**src/rtl/lane_queue_tracker.sv**
```systemverilog
// Per-lane waiting-car counters: arrivals count up; green lanes discharge after a start-up delay at a fixed headway.
// Optional macro LANE_QUEUE_STATS_EN adds per-lane cumulative served-car counters.
module lane_queue_tracker #(
  parameter int unsigned WIDTH         = 8,
  parameter int unsigned START_DELAY   = 2,
  parameter int unsigned DEPART_PERIOD = 4
) (
  input  logic                 clk,
  input  logic                 rst_n,
  input  logic [7:0]           arrive,
  input  logic [7:0]           green,
  input  logic                 clr_ovf,
  output logic [8*WIDTH-1:0]   lane,
  output logic [7:0]           departed,
  output logic [7:0]           overflow
`ifdef LANE_QUEUE_STATS_EN
  ,
  output logic [8*16-1:0]      served
`endif
);

  localparam int unsigned NLANE = 8;
  localparam int unsigned TW    = 4;
  localparam int unsigned SW    = 16;
  localparam logic [WIDTH-1:0] CNT_MAX   = '1;
  localparam logic [TW-1:0]    D_START   = TW'(START_DELAY);
  localparam logic [TW-1:0]    P_LAST    = TW'(DEPART_PERIOD - 1);

  logic [NLANE-1:0][WIDTH-1:0] r_lane;
  logic [NLANE-1:0][TW-1:0]    r_d;
  logic [NLANE-1:0][TW-1:0]    r_p;
  logic [NLANE-1:0]            r_green_q;
  logic [NLANE-1:0]            r_departed;
  logic [NLANE-1:0]            r_overflow;

  logic [NLANE-1:0][WIDTH-1:0] w_lane_nxt;
  logic [NLANE-1:0][TW-1:0]    w_d_nxt;
  logic [NLANE-1:0][TW-1:0]    w_p_nxt;
  logic [NLANE-1:0]            w_rise;
  logic [NLANE-1:0]            w_dep_req;
  logic [NLANE-1:0]            w_dep_eff;
  logic [NLANE-1:0]            w_ovf_set;

  // Discharge timer and count update, one independent slice per lane
  always_comb begin
    w_rise     = green & ~r_green_q;
    w_lane_nxt = r_lane;
    w_d_nxt    = r_d;
    w_p_nxt    = r_p;
    w_dep_req  = '0;
    w_dep_eff  = '0;
    w_ovf_set  = '0;
    for (int i = 0; i < NLANE; i++) begin
      if (w_rise[i]) begin
        w_d_nxt[i] = D_START;
        w_p_nxt[i] = '0;
      end else if (green[i] && r_d[i] != '0) begin
        w_d_nxt[i] = r_d[i] - TW'(1);
      end else if (green[i]) begin
        if (r_p[i] == P_LAST) begin
          w_p_nxt[i]   = '0;
          w_dep_req[i] = 1'b1;
        end else begin
          w_p_nxt[i] = r_p[i] + TW'(1);
        end
      end else begin
        w_d_nxt[i] = '0;
        w_p_nxt[i] = '0;
      end

      // A car arriving this cycle cannot be the one that leaves
      w_dep_eff[i] = w_dep_req[i] && (r_lane[i] != '0);

      if (arrive[i] && !w_dep_eff[i]) begin
        if (r_lane[i] == CNT_MAX) w_ovf_set[i] = 1'b1;
        else                      w_lane_nxt[i] = r_lane[i] + WIDTH'(1);
      end else if (!arrive[i] && w_dep_eff[i]) begin
        w_lane_nxt[i] = r_lane[i] - WIDTH'(1);
      end
    end
  end

  always_ff @(posedge clk or negedge rst_n) begin
    if (!rst_n) begin
      r_lane     <= '0;
      r_d        <= '0;
      r_p        <= '0;
      r_green_q  <= '0;
      r_departed <= '0;
      r_overflow <= '0;
    end else begin
      r_lane     <= w_lane_nxt;
      r_d        <= w_d_nxt;
      r_p        <= w_p_nxt;
      r_green_q  <= green;
      r_departed <= w_dep_eff;
      // Set wins over a same-cycle clear
      r_overflow <= (r_overflow & ~{NLANE{clr_ovf}}) | w_ovf_set;
    end
  end

  assign lane     = r_lane;
  assign departed = r_departed;
  assign overflow = r_overflow;

`ifdef LANE_QUEUE_STATS_EN
  logic [NLANE-1:0][SW-1:0] r_served;

  always_ff @(posedge clk or negedge rst_n) begin
    if (!rst_n) begin
      r_served <= '0;
    end else begin
      for (int i = 0; i < NLANE; i++) begin
        r_served[i] <= r_served[i] + SW'(w_dep_eff[i]);
      end
    end
  end

  assign served = r_served;
`endif

endmodule

```
**config.mk**
```make
export PLATFORM = sky130hd
export DESIGN_NAME = lane_queue_tracker
export DESIGN_NICKNAME = d
export VERILOG_FILES = /design/src/rtl/lane_queue_tracker.sv
export SDC_FILE = /design/constraint.sdc
export NUM_CORES = 1
export LEC_CHECK = 0
export CAP_MARGIN = 20
export CORE_MARGIN = 1
export CORE_UTILIZATION = 45
export DETAILED_ROUTE_END_ITERATION = 12
export PLACE_DENSITY_LB_ADDON = 0.08
export RECOVER_POWER = 100
export SETUP_SLACK_MARGIN = 0.5
export SLEW_MARGIN = 20
export SYNTH_ARGS = -nofsm -noshare
export SYNTH_HDL_FRONTEND = slang
export SYNTH_SLANG_ARGS = --single-unit
```
**constraint.sdc**
```tcl
create_clock -name clk -period 2.96 [get_ports clk]
set_input_delay 0.296 -clock clk [delete_from_list [all_inputs] [get_ports clk]]
set_output_delay 0.296 -clock clk [all_outputs]
set_load 0.01 [all_outputs]
```
Yosys cells after proc, flatten, opt, wreduce, memory -nomap -nowiden. Index checks and enable logic that the tools add are counted.

Flip-flop bits (word level): 152. Input port bits: 19. Output and inout port bits: 80. Logic and storage cells: 312.

Add/sub/neg operators: 32. Equality and inequality tests: 40. Mux-type cells: 128. Bitwise gates (word level): 5. Reduce and logical (&&, ||, !) cells: 80.

Operator list (count): $mux W4 (56); $mux W8 (24); $add A8 B1 Y8 const B (8); $eq A8 B8 Y1 const B (8); $reduce_bool A8 Y1 (8); $sub A8 B1 Y8 const B (8); $mux W1 (48); $add A4 B1 Y4 const B (8); $eq A4 B2 Y1 const B (8); $logic_and A1 B1 Y1 (32); $ne A2 B2 Y1 const B (16); $reduce_bool A4 Y1 (8); $sub A4 B1 Y4 const B (8); $ne A3 B1 Y1 const B (8); $and A8 B8 Y8 (2); $logic_not A1 Y1 (16); $not A8 Y8 (2); $reduce_and A2 Y1 (8); $reduce_bool A2 Y1 (8); $or A8 B8 Y8 (1).

Depth between registers and ports, before layout.
Depth in word-level cells: 10. Gate-level depth with buffers: 12.

Least setup slack after synthesis. No wires, ideal clock.

Path kind: reg-to-reg. Start: reg r_d[28] in the netlist's numbering. End: reg r_lane, in the netlist lane[61]. Library setup time: 125 ps. Data arrival time: 2956 ps. Data required time: 2835 ps. Path slack: -121 ps. Cell stages (with the launch flop): 12. Clock period less this slack: 3081 ps. Cells stage by stage: dfrtp_1 -> inv_1 -> ha_1 -> or3b_1 -> a2111oi_4 -> nand2b_1 -> ha_1 -> a211oi_1 -> o21bai_1 -> a21oi_1 -> xnor2_1 -> mux2_2.

Cells in the longest elaborated chain, start to end: 9.

RTL lines: start, declared (RTL line 30) `logic [NLANE-1:0][TW-1:0] r_d;`; start signal, assigned (RTL line 93) `r_d <= w_d_nxt;`; $reduce_bool A4 Y1 * (RTL line 57) `end else if (green[i] && r_d[i] != '0) begin`; $logic_and A1 B1 Y1 * (RTL line 57); $mux W1 * (RTL line 57); $mux W1 * (RTL line 54) `if (w_rise[i]) begin`; $logic_and A1 B1 Y1 * (RTL line 72) `w_dep_eff[i] = w_dep_req[i] && (r_lane[i] != '0);`; net w_dep_eff[7] (RTL line 41) `logic [NLANE-1:0] w_dep_eff;`; $logic_not A1 Y1 (RTL line 74) `if (arrive[i] && !w_dep_eff[i]) begin`; $logic_and A1 B1 Y1 (RTL line 74); $ne A2 B2 Y1 (no source line) or $reduce_bool A2 Y1 (tied branches); $reduce_and A2 Y1 (no source line); end signal, assigned (RTL line 92) `r_lane <= w_lane_nxt;`; end, declared (RTL line 29) `logic [NLANE-1:0][WIDTH-1:0] r_lane;`.

Mark *: on every way through the listed nets, which the timed path passes. The rest lies on a longest branch. A chain may end at the register's enable or synchronous reset.

Worst setup path in the final report.
Start: reg r_lane, in the netlist lane[36]. End: reg r_lane, in the netlist lane[38].

Cells in the longest elaborated chain, start to end: 6.

RTL lines (RTL line): $reduce_bool A8 Y1 * (72); $logic_and A1 B1 Y1 * (72); net w_dep_eff[4] (41); $logic_not A1 Y1 (74); $logic_and A1 B1 Y1 (74); $ne A2 B2 Y1 (no source line) or $reduce_bool A2 Y1 (tied branches); $reduce_and A2 Y1 (no source line).

Mark *: on every way through the listed nets, which the timed path passes. The rest lies on a longest branch. The select of a mux whose other input is x is not followed.

==> metrics.txt <==
most area-hungry cell type in the Yosys netlist=sky130_fd_sc_hd__dfrtp_1; number of vias after detailed routing=roughly 7400; CTS Root Buffer Type=sky130_fd_sc_hd__clkbuf_16; Post-Route WL=between 20 and 25 mm; tightest slew margin relative to the limit=less than 1%; kind of critical path=register to register; wire length of the first global-routing pass=between 30 and 40 mm; power density over cell area=between 900 and 1000 mW/mm²; # DRC=0; number of standard cells in the final layout excluding fillers=1384; Post-synth ARST share=between 90% and 100%; Total Neg Setup Slack=0 ps; Final Worst Setup Slack=between 100 and 150 ps; CP max stage delay=approximately 550 ps; EDFF count, synth=0; leading register cell type out of synthesis=sky130_fd_sc_hd__dfrtp_1; Design Area, Final=approximately 0.013 mm²; maximum clock path buffer count=2; area inside the core boundary=between 0.015 and 0.02 mm²; antenna diode count=0; total buffers and inverters traversed by the critical path=0; minimum period implied by the final worst setup slack=2860 ps; fraction of final layout cells with drive strength greater than 1=roughly 30%; number of hold violations in the final report=0; register cell area after layout=roughly 0.0038 mm²; Buffers on Ports=98; number of slew-limit violations in the final report=0; Worst Skew=between 10 and 15 ps; number of sinks on the clock net=roughly 150; data arrival time at the worst-slack endpoint=~3200 ps; top achievable clock speed=0.350 GHz; number of iterations in the first detailed-routing pass=5; Util after Layout=between 60% and 70%; height of the die=142 µm; I/O pins=slightly below 100; insertion delay to the later sink of the worst-skew pair=about 430 ps; data required time of the critical path=approximately 3300 ps; critical path launch point type=register; width of the die=142 µm; transition time at the pin with the least slew margin=around 1500 ps; post-route ant nets=0; layout net count=about 1200; cell types occupying the most area after synthesis=sky130_fd_sc_hd__dfrtp_1 43%, sky130_fd_sc_hd__ha_1 9.2%, sky130_fd_sc_hd__xnor2_1 6.3%, sky130_fd_sc_hd__mux2_1 4.6%, sky130_fd_sc_hd__a21oi_1 4.2%; routed wirelength normalized by instance count=15.3 µm; violated checks=max-capacitance violations; worst min path class=register to register; Min Hold Slack=about 450 ps; number of nets produced by synthesis=938; Fillers=1530; die area=a little over 0.02 mm²; leakage=around 5.3 nW; Row Count=50; CTS tree=built; Routability Congestion=between 0.8 and 0.9; area share of the leading cell type in the synthesized netlist=a little over two fifths; detail-routed via count per cell=5.33; H-tree lvl count=4; distinct cell type count after synthesis=50; total of max-cap violations=1; vias in the first global route=just over 7000; Starting Density=a little under half; peak supply drop=0.557 mV; total gr overflow=0; clk slew on worst S/H paths=around 60 ps; post-synthesis instance area=0.00886 mm²; slowest stage cell on the critical path=sky130_fd_sc_hd__or4_1; synthesized instance count=between 800 and 900; category of cells accounting for the largest share of critical-path delay=simple AND/OR/NAND/NOR gates; Post-Syn Area per Cell=approximately 10 µm²; Placed Instances=1260; critical path peak fanout=8; sequential-to-total area share from yosys stat=a little over two fifths; endpoints failing setup=0; Starting DRT DRC Count=308; number of antenna violations at the first check in global routing=0; Post-DP HPWL=13.9 mm; instance area at placement=approximately 0.011 mm²; Area growth, synth to finish=45.8%; synthesized flop and latch total=152; sequence of cells on the critical path=or4_1 > o211a_1 > nor2b_4 > nand2b_4 > fa_2 > a211oi_1 > o21bai_1 > a21oi_2 > xnor2_1 > mux2_4; outcome=finished, violations left; period utilisation layout=between 90 and 100%; footprint of the multi-input gates=0.00592 mm²; setup repair after global routing missed its margin=yes; sort of element at the end of the critical path=register; clock buffers created by TritonCTS=17; total global routing track utilization=between 20% and 30%; pin count of the biggest net entering global routing=60; Design Power=12.3 mW; pre-CTS WS=roughly 110 ps; count of yosys warnings during synthesis=0
==> area by class of cell <==
| type | instances | area share (%) |
|---|---|---|
| inverter | 24 | 0.697 |
| tap | 260 | 2.52 |
| multi-input combinational | 668 | 45.8 |
| sequential | 152 | 29.6 |
| clock buffer | 21 | 3.56 |
| timing repair buffer | 248 | 16.9 |
| clock inverter | 11 | 0.959 |
==> logic make-up (layout without fill, tap and decap cells) <==
family | count (synthesis) | count (layout) | share of synthesized area, %
compound gates | 197 | 197 | 14.3
xor+xnor | 81 | 81 | 8.01
fa+ha+maj | 73 | 73 | 11.0
buf+inv | 26 | 304 | 1.10
flops | 152 | 152 | 42.9
mux | 57 | 57 | 7.19
simple gates | 260 | 260 | 15.4
==> Yosys cell counts (3+ instances only) <==
cell type and n:
sky130_fd_sc_hd__mux2i_2 3, sky130_fd_sc_hd__nand4_1 24, sky130_fd_sc_hd__nand3_1 3, sky130_fd_sc_hd__nand4b_1 3
sky130_fd_sc_hd__o211a_1 3, sky130_fd_sc_hd__nor3_1 21, sky130_fd_sc_hd__nor2b_1 12, sky130_fd_sc_hd__fa_1 8
sky130_fd_sc_hd__nor4_1 6, sky130_fd_sc_hd__mux2_1 36, sky130_fd_sc_hd__o21ai_0 37, sky130_fd_sc_hd__nand3b_1 6
sky130_fd_sc_hd__dfrtp_1 152, sky130_fd_sc_hd__nor2_2 4, sky130_fd_sc_hd__xor2_1 17, sky130_fd_sc_hd__nor3b_1 14
sky130_fd_sc_hd__xnor2_1 64, sky130_fd_sc_hd__ha_1 65, sky130_fd_sc_hd__a21boi_0 8, sky130_fd_sc_hd__o211ai_1 8
sky130_fd_sc_hd__o32ai_1 7, sky130_fd_sc_hd__inv_1 24, sky130_fd_sc_hd__a211oi_1 19, sky130_fd_sc_hd__mux2i_1 10
sky130_fd_sc_hd__or3b_1 3, sky130_fd_sc_hd__a21oi_1 74, sky130_fd_sc_hd__or4_1 10, sky130_fd_sc_hd__nand2b_1 14
sky130_fd_sc_hd__a21o_1 16, sky130_fd_sc_hd__o21bai_1 15, sky130_fd_sc_hd__nand2_1 60, sky130_fd_sc_hd__nor2_1 67
sky130_fd_sc_hd__mux2_2 8
==> sequential cells by signal, summed over array words and instances, names as in the netlist <==
signal and cells:
r_p 32, departed 8, r_d 32, overflow 8, lane 64, r_green_q 8
==> cells in the final DEF, fill, tap and decap left out, types with 7 or more instances in the layout <==
cell,netlist,final
sky130_fd_sc_hd__clkbuf_16,0,17
sky130_fd_sc_hd__mux2_2,8,10
sky130_fd_sc_hd__nand2b_1,14,9
sky130_fd_sc_hd__mux2_1,36,23
sky130_fd_sc_hd__ha_1,65,26
sky130_fd_sc_hd__dfrtp_2,0,12
sky130_fd_sc_hd__a21oi_1,74,48
sky130_fd_sc_hd__or4_4,0,7
sky130_fd_sc_hd__ha_4,0,35
sky130_fd_sc_hd__a21o_1,16,16
sky130_fd_sc_hd__buf_6,0,20
sky130_fd_sc_hd__o21ai_0,37,21
sky130_fd_sc_hd__nor2b_1,12,10
sky130_fd_sc_hd__nor2_1,67,71
sky130_fd_sc_hd__nor3_1,21,21
sky130_fd_sc_hd__clkbuf_4,0,8
sky130_fd_sc_hd__dlygate4sd3_1,0,84
sky130_fd_sc_hd__inv_1,24,22
sky130_fd_sc_hd__clkbuf_1,1,16
sky130_fd_sc_hd__a211oi_2,1,12
sky130_fd_sc_hd__nor3b_1,14,13
sky130_fd_sc_hd__buf_4,0,99
sky130_fd_sc_hd__mux2i_1,10,11
sky130_fd_sc_hd__nand2_1,60,57
sky130_fd_sc_hd__a21boi_0,8,8
sky130_fd_sc_hd__mux2_4,0,11
sky130_fd_sc_hd__o21ai_1,0,10
sky130_fd_sc_hd__nand4_1,24,24
sky130_fd_sc_hd__o32ai_1,7,7
sky130_fd_sc_hd__o211ai_1,8,8
sky130_fd_sc_hd__a211oi_1,19,7
sky130_fd_sc_hd__clkdlybuf4s50_1,0,14
sky130_fd_sc_hd__a21oi_2,0,23
sky130_fd_sc_hd__o21bai_1,15,15
sky130_fd_sc_hd__xor2_1,17,16
sky130_fd_sc_hd__xnor2_1,64,62
sky130_fd_sc_hd__dfrtp_1,152,140
==> power breakdown <==
part	total, mW	internal (mW)	switching [mW]
sequential	3.16	2.63	0.532
combinational	6.98	3.86	3.12
clock	2.16	1.28	0.875
==> routing by layer <==
layer	part of all wire, %	vias to the layer above	GRT usage, %
li1	-	3652	-
met1	48	3579	29.3
met2	48	122	36.2
met3	2.8	21	4.07
met4	1.0	0	5.09
met5	0	-	0
==> path summary, 6_finish.rpt <==
check / startpoint / endpoint / slack [ps] / cells past startpoint
worst max-delay path: lane[36] / lane[38] / 100 / 10
worst min-delay path: r_green_q[1] / r_d[5] / 450 / 1
worst max register to register: lane[36] / lane[38] / 100 / 10
worst min register to register: r_green_q[1] / r_d[5] / 450 / 1
max in group asynchronous: rst_n / departed[0] / 700 / 3
min in group asynchronous: rst_n / lane[41] / 760 / 2
==> what timing repair did <==
item	CTS	global route
buffers inserted	69	22
hold endpoints to repair	56	0
endpoints found under the setup margin	43	49
gates resized for setup	72	69
hold buffers	1	0
pin swaps	76	69
Power figures use the tool's default switching activity.
